File: config.mk
export PLATFORM = sky130hd
export DESIGN_NAME = iob_eth_mii_rx_gen
export DESIGN_NICKNAME = d
export VERILOG_FILES = /design/src/rtl/iob_eth_mii_rx_gen.sv
export SDC_FILE = /design/constraint.sdc
export NUM_CORES = 1
export LEC_CHECK = 0
export CAP_MARGIN = 0
export CORE_AREA = 5 5 136 125
export DETAILED_ROUTE_END_ITERATION = 6
export DIE_AREA = 0 0 141 130
export GPL_TIMING_DRIVEN = 1
export HOLD_SLACK_MARGIN = 0.15
export SLEW_MARGIN = 10
export SYNTH_ARGS = -nofsm -noshare
export SYNTH_HDL_FRONTEND = slang
export SYNTH_SLANG_ARGS = --single-unit
File: constraint.sdc
create_clock -name clk_i -period 2.9 [get_ports clk_i]
set_input_delay 0.58 -clock clk_i [delete_from_list [all_inputs] [get_ports clk_i]]
set_output_delay 0.58 -clock clk_i [all_outputs]
set_load 0.01 [all_outputs]
File: src/rtl/iob_eth_mii_rx_gen.sv
// Simulation-side MII receive frame generator: turns a byte stream into nibble-wide
// rxd/rx_dv/rx_er signalling with preamble, SFD, optional pad, FCS and inter-frame gap.
module iob_eth_mii_rx_gen #(
  parameter int unsigned PAD_EN  = 1,
  parameter int unsigned IFG_NIB = 24
) (
  input  logic        clk_i,
  input  logic        arst_i,
  input  logic [7:0]  s_data_i,
  input  logic        s_valid_i,
  input  logic        s_last_i,
  output logic        s_ready_o,
  output logic [3:0]  mii_rxd_o,
  output logic        mii_rx_dv_o,
  output logic        mii_rx_er_o,
  output logic        busy_o,
  output logic [15:0] frame_cnt_o,
  output logic        underrun_o
);

  typedef enum logic [2:0] {
    StIdle, StPre, StPayLo, StPayHi, StPad, StFcs, StIfg
  } state_e;

  localparam logic [31:0] CrcPoly  = 32'hEDB88320;
  localparam logic [15:0] MinBytes = 16'd60;
  localparam logic [15:0] IfgLast  = 16'(IFG_NIB - 1);
  // An aborted frame spends one extra IFG cycle showing the error nibble.
  localparam logic [15:0] IfgAbort = 16'(IFG_NIB);

  function automatic logic [31:0] crc_nib(input logic [31:0] crc, input logic [3:0] nib);
    logic [31:0] c;
    c = crc ^ {28'd0, nib};
    for (int i = 0; i < 4; i++) begin
      c = c[0] ? ((c >> 1) ^ CrcPoly) : (c >> 1);
    end
    return c;
  endfunction

  state_e      state_q, state_d;
  logic [3:0]  nib_cnt_q, nib_cnt_d;
  logic [15:0] ifg_cnt_q, ifg_cnt_d;
  logic [15:0] byte_cnt_q, byte_cnt_d;
  logic [31:0] crc_q, crc_d;
  logic [7:0]  data_q, data_d;
  logic        last_q, last_d;
  logic        pad_hi_q, pad_hi_d;
  logic [15:0] frame_cnt_q, frame_cnt_d;
  logic [3:0]  rxd_q, rxd_d;
  logic        dv_q, dv_d;
  logic        er_q, er_d;
  logic        und_q, und_d;

  logic        fetch;
  logic [31:0] fcs;
  logic [3:0]  nib_nxt;
  logic [15:0] byte_inc;

  assign fetch    = ((state_q == StPre) && (nib_cnt_q == 4'd15)) ||
                    ((state_q == StPayHi) && !last_q);
  assign fcs      = ~crc_q;
  assign nib_nxt  = nib_cnt_q + 4'd1;
  assign byte_inc = (byte_cnt_q == 16'hFFFF) ? byte_cnt_q : byte_cnt_q + 16'd1;

  always_comb begin
    state_d     = state_q;
    nib_cnt_d   = nib_cnt_q;
    ifg_cnt_d   = ifg_cnt_q;
    byte_cnt_d  = byte_cnt_q;
    crc_d       = crc_q;
    data_d      = data_q;
    last_d      = last_q;
    pad_hi_d    = pad_hi_q;
    frame_cnt_d = frame_cnt_q;
    rxd_d       = 4'h0;
    dv_d        = 1'b0;
    er_d        = 1'b0;
    und_d       = 1'b0;

    if (fetch) begin
      if (s_valid_i) begin
        data_d  = s_data_i;
        last_d  = s_last_i;
        state_d = StPayLo;
        rxd_d   = s_data_i[3:0];
        dv_d    = 1'b1;
        crc_d   = crc_nib(crc_q, s_data_i[3:0]);
      end else begin
        state_d   = StIfg;
        ifg_cnt_d = IfgAbort;
        dv_d      = 1'b1;
        er_d      = 1'b1;
        und_d     = 1'b1;
      end
    end else begin
      case (state_q)
        StIdle: begin
          if (s_valid_i) begin
            state_d    = StPre;
            nib_cnt_d  = 4'd0;
            crc_d      = 32'hFFFFFFFF;
            byte_cnt_d = 16'd0;
            rxd_d      = 4'h5;
            dv_d       = 1'b1;
          end
        end
        StPre: begin
          nib_cnt_d = nib_nxt;
          rxd_d     = (nib_cnt_q == 4'd14) ? 4'hD : 4'h5;
          dv_d      = 1'b1;
        end
        StPayLo: begin
          state_d    = StPayHi;
          rxd_d      = data_q[7:4];
          dv_d       = 1'b1;
          crc_d      = crc_nib(crc_q, data_q[7:4]);
          byte_cnt_d = byte_inc;
        end
        StPayHi: begin
          // Only the last byte reaches here; earlier bytes take the fetch path.
          dv_d = 1'b1;
          if ((PAD_EN != 0) && (byte_cnt_q < MinBytes)) begin
            state_d  = StPad;
            pad_hi_d = 1'b0;
            crc_d    = crc_nib(crc_q, 4'h0);
          end else begin
            state_d   = StFcs;
            nib_cnt_d = 4'd0;
            rxd_d     = fcs[3:0];
          end
        end
        StPad: begin
          dv_d = 1'b1;
          if (!pad_hi_q) begin
            pad_hi_d   = 1'b1;
            crc_d      = crc_nib(crc_q, 4'h0);
            byte_cnt_d = byte_inc;
          end else if (byte_cnt_q < MinBytes) begin
            pad_hi_d = 1'b0;
            crc_d    = crc_nib(crc_q, 4'h0);
          end else begin
            state_d   = StFcs;
            nib_cnt_d = 4'd0;
            rxd_d     = fcs[3:0];
          end
        end
        StFcs: begin
          if (nib_cnt_q == 4'd7) begin
            state_d     = StIfg;
            ifg_cnt_d   = IfgLast;
            frame_cnt_d = frame_cnt_q + 16'd1;
          end else begin
            nib_cnt_d = nib_nxt;
            rxd_d     = fcs[{nib_nxt[2:0], 2'b00} +: 4];
            dv_d      = 1'b1;
          end
        end
        StIfg: begin
          if (ifg_cnt_q == 16'd0) begin
            state_d = StIdle;
          end else begin
            ifg_cnt_d = ifg_cnt_q - 16'd1;
          end
        end
        default: state_d = StIdle;
      endcase
    end
  end

  always_ff @(posedge clk_i or posedge arst_i) begin
    if (arst_i) begin
      state_q     <= StIdle;
      nib_cnt_q   <= 4'd0;
      ifg_cnt_q   <= 16'd0;
      byte_cnt_q  <= 16'd0;
      crc_q       <= 32'hFFFFFFFF;
      data_q      <= 8'd0;
      last_q      <= 1'b0;
      pad_hi_q    <= 1'b0;
      frame_cnt_q <= 16'd0;
      rxd_q       <= 4'h0;
      dv_q        <= 1'b0;
      er_q        <= 1'b0;
      und_q       <= 1'b0;
    end else begin
      state_q     <= state_d;
      nib_cnt_q   <= nib_cnt_d;
      ifg_cnt_q   <= ifg_cnt_d;
      byte_cnt_q  <= byte_cnt_d;
      crc_q       <= crc_d;
      data_q      <= data_d;
      last_q      <= last_d;
      pad_hi_q    <= pad_hi_d;
      frame_cnt_q <= frame_cnt_d;
      rxd_q       <= rxd_d;
      dv_q        <= dv_d;
      er_q        <= er_d;
      und_q       <= und_d;
    end
  end

  assign s_ready_o   = fetch;
  assign mii_rxd_o   = rxd_q;
  assign mii_rx_dv_o = dv_q;
  assign mii_rx_er_o = er_q;
  assign busy_o      = (state_q != StIdle);
  assign frame_cnt_o = frame_cnt_q;
  assign underrun_o  = und_q;

endmodule

=== After elaboration in Yosys (flattened, before gate mapping) ===
Cells that the tools add are included.

* Bits in registers: 103
* Memory bits (read-only): 0
* RAM bits: 0
* Input port bits: 12
* Word-level logic and storage cells: 138
* Memories kept: 0
* Output and inout port bits: 25
* Bits in latches: 0

* Bitwise gates (word level): 16
* Divide/modulo/power cells: 0
* $add $sub $neg: 4
* Reduce and logical (&&, ||, !) cells: 21
* $mul: 0
* Multiplexer cells: 59
* Shifts and indexed selects: 1
* $lt $le $gt $ge: 1
* Equality and inequality tests: 24

{| class="wikitable"
|+ Operators by type and width
! cell !! count
|-
| 32-bit 2-to-1 mux || 17
|-
| 13-bit NOT with 14-bit output || 12
|-
| 32-bit case mux with 4 select lines || 1
|-
| 16-bit 2-to-1 mux || 7
|-
| 32-bit by 4-bit XOR with 32-bit output || 2
|-
| 16-bit case mux with 3 select lines || 1
|-
| 4-bit 2-to-1 mux || 10
|-
| 16-bit by 1-bit adder with 16-bit output (second input constant) || 2
|-
| 32-bit NOT || 1
|-
| 16-bit case mux with 2 select lines || 1
|-
| 32-bit by 6-bit indexed part select with 4-bit output || 1
|-
| 3-bit 2-to-1 mux || 8
|-
| 4-bit case mux with 6 select lines || 1
|-
| 3-bit case mux with 7 select lines || 1
|-
| 4-bit case mux with 5 select lines || 1
|-
| 3-bit != test (second input constant) || 6
|-
| 16-bit equality test (second input constant) || 1
|-
| 16-bit logical NOT || 1
|-
| 16-bit by 6-bit less-than comparator with 1-bit output (second input constant) || 1
|-
| 16-bit by 1-bit subtractor with 16-bit output (second input constant) || 1
|-
| 2-bit != test (second input constant) || 7
|-
| 5-bit nonzero test || 2
|-
| 3-bit equality test (second input constant) || 3
|-
| 1-bit 2-to-1 mux || 9
|-
| other kinds (21) || 29
|}

=== Depth between registers and ports, before layout ===
Gate-level depths: netlist of run 1.

* Depth in word-level cells: 12
* Gate-level depth with buffers: 10
* Gate-level depth less buffers: 8

=== Worst setup path before layout of run 1 ===
No wires, ideal clock.

* Path type: flip-flop to flip-flop
* Start point: register nib_cnt_q[0]
* End point: register rxd_q[1], in the netlist mii_rxd_o[1]
* Data required time: 2760 ps
* Period minus slack after synthesis: 2262 ps
* Buffers on the path: 2
* Setup time: 140 ps
* Stages on the path, launching flop included: 9
* Arrival time: 2122 ps
* Path slack: 638 ps
* Cells stage by stage: dfrtp_1 -> buf_1 -> inv_1 -> ha_1 -> clkbuf_1 -> mux4_2 -> mux2i_1 -> a221oi_1 -> o21ai_0

* Word-level cells in the longest chain between the ends: 5
* Elaborated cells between the ends (all ways): 9
* Those cells by class: 1 x add/sub; 2 x eq/ne; 1 x shift; 3 x mux; 2 x reduce/logical

{| class="wikitable"
|+ RTL lines
! element !! line !! RTL
|-
| start: declaration || 41 || <nowiki>logic [3:0] nib_cnt_q, nib_cnt_d;</nowiki>
|-
| start signal: assignment || 187 || <nowiki>nib_cnt_q <= nib_cnt_d;</nowiki>
|-
| 4-bit by 1-bit adder with 4-bit output || 62 || <nowiki>assign nib_nxt = nib_cnt_q + 4'd1;</nowiki>
|-
| 32-bit by 6-bit indexed part select with 4-bit output || 154 || <nowiki>rxd_d = fcs[{nib_nxt[2:0], 2'b00} +: 4];</nowiki>
|-
| 4-bit 2-to-1 mux || 148 || <nowiki>if (nib_cnt_q == 4'd7) begin</nowiki>
|-
| 4-bit case mux with 6 select lines || 96 || <nowiki>case (state_q)</nowiki>
|-
| 4-bit 2-to-1 mux (*) || 80 || <nowiki>if (fetch) begin</nowiki>
|-
| via rxd_d[1] || 49 || <nowiki>logic [3:0] rxd_q, rxd_d;</nowiki>
|-
| end signal: assignment || 195 || <nowiki>rxd_q <= rxd_d;</nowiki>
|-
| end: declaration || 49 ||
|}

The timed path passes the listed nets; every way through them passes the cells marked *.
A chain may end at the register's enable or synchronous reset.

=== Worst setup path after layout of run 1 ===
* Start point: register state_q[1]
* End point: output s_ready_o

* Word-level cells in the longest chain between the ends: 3
* Elaborated cells between the ends (all ways): 5
* Those cells by class: 2 x eq/ne; 3 x reduce/logical

{| class="wikitable"
|+ RTL lines
! element !! line !! RTL
|-
| start: declaration || 40 || <nowiki>state_e state_q, state_d;</nowiki>
|-
| start signal: assignment || 172 || <nowiki>state_q <= StIdle;</nowiki>
|-
| start signal: assignment || 186 || <nowiki>state_q <= state_d;</nowiki>
|-
| 3-bit by 1-bit equality test with 1-bit output or 3-bit by 2-bit equality test with 1-bit output (tied branches) || 59, 60 ||
|-
| 1-bit logical AND (on tied branches) || 59, 60 ||
|-
| 1-bit logical OR (*) || 59 || <nowiki>assign fetch = ((state_q == StPre) && (nib_cnt_q == 4'd15)) ||</nowiki>
|-
| end: declaration || 12 || <nowiki>output logic s_ready_o,</nowiki>
|}

Every way passes the cells marked *; elsewhere a longest branch is shown, timed or not.

==> summary.md, run 1 <==
| Metric | Value |
|---|---|
| Status | complete, no violations |
| Worst Hold Depth | 1 |
| WP data arrival | 2210 ps |
| Clock sink count | 99 |
| Gpl congestion | 0.9244 |
| FMAX | 358.6 MHz |
| Synth area leader | dfrtp_1 |
| Mapped Nets | 718 |
| DRC | 0 |
| CP Launch Type | register |
| Buf/Inv on CP | 2 |
| Antenna cell count | 0 |
| Placed Cells | 924 |
| CP top delay family | buffers and inverters |
| Initial drt markers | 562 |
| Largest net degree at the start of global routing | 45 |
| Met2 wire len | 8.806 mm |
| Post-DP HPWL | 13.71 mm |
| First-pass GRT wire length | 30.91 mm |
| Syn-to-layout area delta | 13.93% |
| Sequential area share after synthesis | 0.3692 |
| Cell Area, Synth | 0.006818 mm² |
| Clock Skew | 8.688 ps |
| Total core area | 0.01528 mm² |
| CTS H-Tree Depth | 3 |
| Initial antenna violation count | 0 |
| Total track usage | 0.2141 |
| YS warnings | 0 |
| CP Depth | 4 |
| TritonRoute pass-1 iters | 6 |
| Die ar. | 0.01833 mm² |
| Worst IR Drop VDD | 0.0004339 V |
| Gate count of the mapped netlist | 701 |
| Reg2Reg Depth | 7 |
| Syn_area_per_cell | 9.726 µm² |
| Dpl ws | 258.3 ps |
| Post-synth top flop | dfrtp_1 |
| Top Ports | 37 |
| Rows | 43 |
| Pwr Density | 924.0 mW/mm² |
| Vias | 5783 |
| Slowest cell on the critical path | dfrtp_1 |
| Slew HR | 0.4990 |
| Layout cells sized above 1 | 0.1762 |
| Max-cap violations | 0 |
| Clk buf depth | 2 |
| Most frequent cell after synthesis | dfrtp_1 |
| Post-place instance area | 0.007461 mm² |
| Yosys reg bits | 99 |
| Post-route ant nets | 0 |
| Crit path max fanout | 17 |
| Final Cell Area | 0.007767 mm² |
| RSZ-0062 raised after global routing | no |
| CTS tree | yes |
| WL final | 19.39 mm |
| Final setup margin | 111.7 ps |
| Number of global-route vias before repair | 5524 |
| Met3 WL | 1.357 mm |
| Port Buffers | 36 |
| Post-synth EDFFs | 0 |
| CTS Buf Count | 9 |
| WP data required | 2320 ps |
| Layout Nets | 750 |
| Die extent in y | 130 µm |
| Slew Viols, Final | 0 |
| Critical path capture point type | output port |
| Final setup viols | 0 |
| Root Buffer | clkbuf_16 |
| Crit path cell chain | nand4bb_2 -> a2bb2oi_2 -> inv_1 -> clkdlybuf4s50_1 |
| Post-DR vias/cell | 6.152 |
| Die width | 141 µm |
| Post-synth ARST share | 1.000 |
| Synth top cells by count | dfrtp_1 (67), xnor2_1 (62), nor2_1 (52), nand2_1 (51), xor2_1 (45) |
| Final hold vios | 0 |
| Hold Path Class | reg2reg |
| Setup TNS | 0 ps |
| Min cycle time layout | 2788 ps |
| Clock latency on the worst-skew pair | 360 ps |
| Period Utilization, post-route | 0.9615 |
| Leak | 3.045 nW |
| Clock slew at reported path FFs | 70 ps |
| WHS | 479.1 ps |
| Met1 WL | 8.836 mm |
| Setup Crit Path Kind | reg2out |
| Cell variety after synth | 88 |
| Max incr delay on CP | 570 ps |
| Worst-Margin Slew | 751.5 ps |
| Synth area leaders | dfrtp_1 (25%), dfstp_2 (12%), xnor2_1 (8.0%) |
| Area share of the largest cell type after synthesis | 0.2459 |
| Initial Utilization | 0.4462 |
| Grt total ovfl | 0 |
| DR top layer | met5 |
| Final Instance Count excl. Fillers | 940 |
| DR WL/cell | 20.63 µm |
## worst reg2reg max path, cell delays in order, from the launching register on
cell and delay [ps]:
dfrtp_1 450, ha_1 260, nand2_1 200, nor2_1 180, nand3_1 270, a31oi_2 690
o21ai_0 220, a21o_1 220
## where the power goes
| group | switching [mW] | internal, mW |
|---|---|---|
| registers | 0.545 | 1.85 |
| clock network | 0.571 | 0.676 |
| logic | 1.67 | 1.86 |
| total | 2.79 | 4.39 |
## final cells by class
cell class,instances,area (µm²)
multi-input cells,547,4048
fillers,1428,7512
clock buffers,9,225.2
repair buffers,65,603.1
inverters,11,45.04
flip-flops and latches,99,2519
clock inverters,7,75.07
well taps,202,252.7
## metal layers
metal	GRT usage	vias to the layer above
met5	0.005263	-
met4	0.05812	2
met3	0.05606	37
met2	0.3212	236
met1	0.3075	2888
li1	-	2620
## worst paths after layout
check	startpoint	endpoint	slack (ps)
setup / recovery	state_q[1]$_DFFE_PP0P_	s_ready_o	110
min in group asynchronous	arst_i	data_q[5]$_DFFE_PP0P_	610
max in group asynchronous	arst_i	crc_q[28]$_DFFE_PP1P_	1630
setup reg to reg	nib_cnt_q[0]$_DFFE_PP0P_	ifg_cnt_q[6]$_DFFE_PP0P_	310
hold / removal	frame_cnt_o[15]$_DFFE_PP0P_	frame_cnt_o[15]$_DFFE_PP0P_	480
hold reg to reg	frame_cnt_o[15]$_DFFE_PP0P_	frame_cnt_o[15]$_DFFE_PP0P_	480
## flip-flops by register name, indices dropped and copies added, names as in the netlist
register,cells
pad_hi_q,1
byte_cnt_q,16
data_q,4
nib_cnt_q,4
crc_q,32
state_q,3
mii_rx_dv_o,1
mii_rxd_o,4
ifg_cnt_q,16
frame_cnt_o,16
underrun_o,1
last_q,1
## repair_timing
| item | CTS | global route |
|---|---|---|
| hold buffers | 0 | 0 |
| gates resized for setup | 0 | 2 |
| setup endpoints to repair | 0 | 1 |
| setup buffers | 0 | 0 |
## cells by family (layout without fill, tap and decap cells)
| family | after synthesis | count (layout) | synth area share |
|---|---|---|---|
| AOI/OAI and AO/OA | 193 | 193 | 0.2037 |
| muxes | 20 | 20 | 0.04515 |
| buffers and inverters | 55 | 92 | 0.03781 |
| adders and majority gates | 5 | 5 | 0.009176 |
| DFF | 99 | 99 | 0.3692 |
| xor gates and xnor gates | 123 | 123 | 0.1826 |
| and+or+nand+nor | 206 | 206 | 0.1523 |
## metrics by stage
| step | utilization | power [mW] |
|---|---|---|
| after floorplan | - | 5.204 |
| after global placement | 0.4883 | 5.834 |
| after detailed placement | 0.4883 | 5.881 |
| after CTS | 0.5079 | 7.157 |
| after global routing | 0.5084 | 7.594 |
| final | 0.5084 | 7.177 |
## cell usage in the layout (no fill, tap or decap), types with 8 or more instances in the layout
master,n
xnor2_1,62
nand3_1,25
inv_1,9
buf_4,27
a221o_1,10
dfrtp_1,66
nand4_1,11
o21ai_0,42
mux4_2,8
dfstp_2,32
a21oi_1,36
nor2_1,52
nand2_1,51
clkbuf_16,9
and3_1,10
o22ai_1,8
o221ai_1,9
nor3_1,10
a31oi_1,13
xor2_1,45
clkdlybuf4s50_1,36
a22o_1,8
Note: power is estimated with default switching activity, not from simulation.
==> run 2, diff against run 1 <==
Settings changed: GPL_ROUTABILITY_DRIVEN set to 1.
==> results of run 2 <==
Final layout, timing and power as in run 1 (identical DEF).
==> run 3, diff against run 2 <==
Clock period 2.9 ns to 2.7 ns, I/O delays scaled along.
==> summary.md, run 3 (synthesis results as in run 1) <==
| Metric | Value |
|---|---|
| Status | complete, no violations |
| CTS tree | yes |
| Antenna cell count | 0 |
| Largest net degree at the start of global routing | 100 |
| Initial Utilization | 0.4462 |
| Root Buffer | clkbuf_16 |
| Final hold vios | 0 |
| Setup Crit Path Kind | reg2out |
| First-pass GRT wire length | 31.65 mm |
| Slew Viols, Final | 0 |
| Most flop-heavy register | crc_q |
| CTS hold repair buffers | 0 |
| Crit path cell chain | and2b_1 -> a2bb2oi_2 -> inv_1 -> clkdlybuf4s50_1 |
| Layout Nets | 764 |
| RSZ-0062 raised after global routing | no |
| WP data arrival | 2090 ps |
| Commonest non-fill, non-tap cell in the layout | dfrtp_1 |
| Number of global-route vias before repair | 5620 |
| Utilization of the core after routing | 0.5154 |
| Post-DR vias/cell | 6.099 |
| CTS H-Tree Depth | 3 |
| Initial drt markers | 565 |
| Gpl congestion | 0.9361 |
| Total track usage | 0.2187 |
| Vias | 5818 |
| Final Cell Area | 0.007875 mm² |
| Clock power share | 0.171 |
| Min cycle time layout | 2628 ps |
| DR WL/cell | 20.55 µm |
| Pwr Density | 995.3 mW/mm² |
| Port Buffers | 36 |
| Layout cells sized above 1 | 0.1902 |
| Fill cells | 1398 |
| Slew HR | 0.5337 |
| Critical path capture point type | output port |
| Clock sink count | 99 |
| Post-DP HPWL | 13.66 mm |
| Post-CTS Setup Repair Bufs | 0 |
| Max incr delay on CP | 560 ps |
| Pint | 4.835 mW |
| Final setup viols | 0 |
| Post-place instance area | 0.007553 mm² |
| Clock latency on the worst-skew pair | 350 ps |
| CP top delay family | buffers and inverters |
| Top Ports | 37 |
| Max reg flops | 32 |
| Die ar. | 0.01833 mm² |
| Clk buf depth | 2 |
| Rows | 43 |
| Initial antenna violation count | 0 |
| DRC | 0 |
| CP Launch Type | register |
| P_sw | 3.003 mW |
| Max-cap violations | 0 |
| Sw Share | 0.3831 |
| FMAX | 380.5 MHz |
| Clock slew at reported path FFs | 70 ps |
| TritonRoute pass-1 iters | 5 |
| Multi-input combinational cell area | 0.004061 mm² |
| Setup TNS | 0 ps |
| Post-route ant nets | 0 |
| Buf/Inv on CP | 2 |
| Total core area | 0.01528 mm² |
| WP data required | 2160 ps |
| Grt total ovfl | 0 |
| Leak | 3.110 nW |
| Reg area | 0.002519 mm² |
| Clock Skew | 8.466 ps |
| WL final | 19.60 mm |
| Comb power frac | 0.504 |
| Sequential power share | 0.325 |
| Final Power | 7.838 mW |
| Most frequent cells in the layout | dfrtp_1 (66), xnor2_1 (62), nor2_1 (52), nand2_1 (50), xor2_1 (45) |
| Crit path max fanout | 12 |
| Die width | 141 µm |
| Die extent in y | 130 µm |
| Slowest cell on the critical path | clkdlybuf4s50_1 |
| Worst IR Drop VDD | 0.0004463 V |
| CTS Buf Count | 9 |
| Period Utilization, post-route | 0.9735 |
| Hold Path Class | reg2reg |
| Worst-Margin Slew | 699.4 ps |
| Syn-to-layout area delta | 15.51% |
## run 3: per-layer routing
| layer | GRT usage | wire [µm] | vias up |
|---|---|---|---|
| li1 | - | - | 2648 |
| met1 | 0.3047 | 8822 | 2867 |
| met2 | 0.3429 | 8922 | 268 |
| met3 | 0.05313 | 1511 | 35 |
| met4 | 0.06040 | 345 | 0 |
| met5 | 0 | 0 | - |
## run 3: power groups by stage
stage          Sequential, mW  Clock (mW)  Combinational, mW
2_1_floorplan            2.21           0               3.38
3_3_place_gp             2.55           0               3.80
3_5_place_dp             2.55           0               3.90
4_1_cts                  2.53        1.37               3.93
5_1_grt                  2.58        1.43               4.32
6_report                 2.55        1.34               3.95
## run 3: worst paths after layout
check	start	to	slack, ps	depth (start not counted)
worst max-delay path	state_q[2]$_DFFE_PP0P_	s_ready_o	70	4
worst min register to register	ifg_cnt_q[6]$_DFFE_PP0P_	ifg_cnt_q[6]$_DFFE_PP0P_	480	1
worst max register to register	state_q[2]$_DFFE_PP0P_	crc_q[8]$_DFFE_PP1P_	230	8
worst min-delay path	ifg_cnt_q[6]$_DFFE_PP0P_	ifg_cnt_q[6]$_DFFE_PP0P_	480	1
min in group asynchronous	arst_i	data_q[6]$_DFFE_PP0P_	660	3
max in group asynchronous	arst_i	state_q[0]$_DFFE_PP0P_	1510	3
## run 3: cell type report
| cell class | count | area share |
|---|---|---|
| Clock buffer | 11 | 0.03082 |
| Clock inverter | 5 | 0.007467 |
| Sequential cell | 99 | 0.3198 |
| Tap cell | 202 | 0.03209 |
| Inverter | 11 | 0.005720 |
| Timing Repair Buffer | 79 | 0.08834 |
| Multi-Input combinational cell | 547 | 0.5157 |
## run 3: per-stage QoR
stage / setup slack [ps] / hold WS, ps / instances
2_1_floorplan: 438.0 / 450.5 / 701
3_3_place_gp: 181.5 / 460.8 / 938
3_5_place_dp: 115.4 / 466.6 / 938
4_1_cts: 31.22 / 482.5 / 954
5_1_grt: 1.429 / 495.8 / 954
6_report: 71.63 / 481.7 / 954
## run 3: what timing repair did
item | CTS | global route
endpoints found under the setup margin | 1 | 2
resized for setup | 1 | 4
cloned | 0 | 0
## run 3: worst register-to-register path, cell delays in order, from the launching register on
cell	delay (ps)
dfrtp_1	550
buf_4	220
nor3b_2	310
a21oi_2	160
o32a_1	410
buf_4	240
o21ai_1	270
nand3_1	110
o311ai_1	100
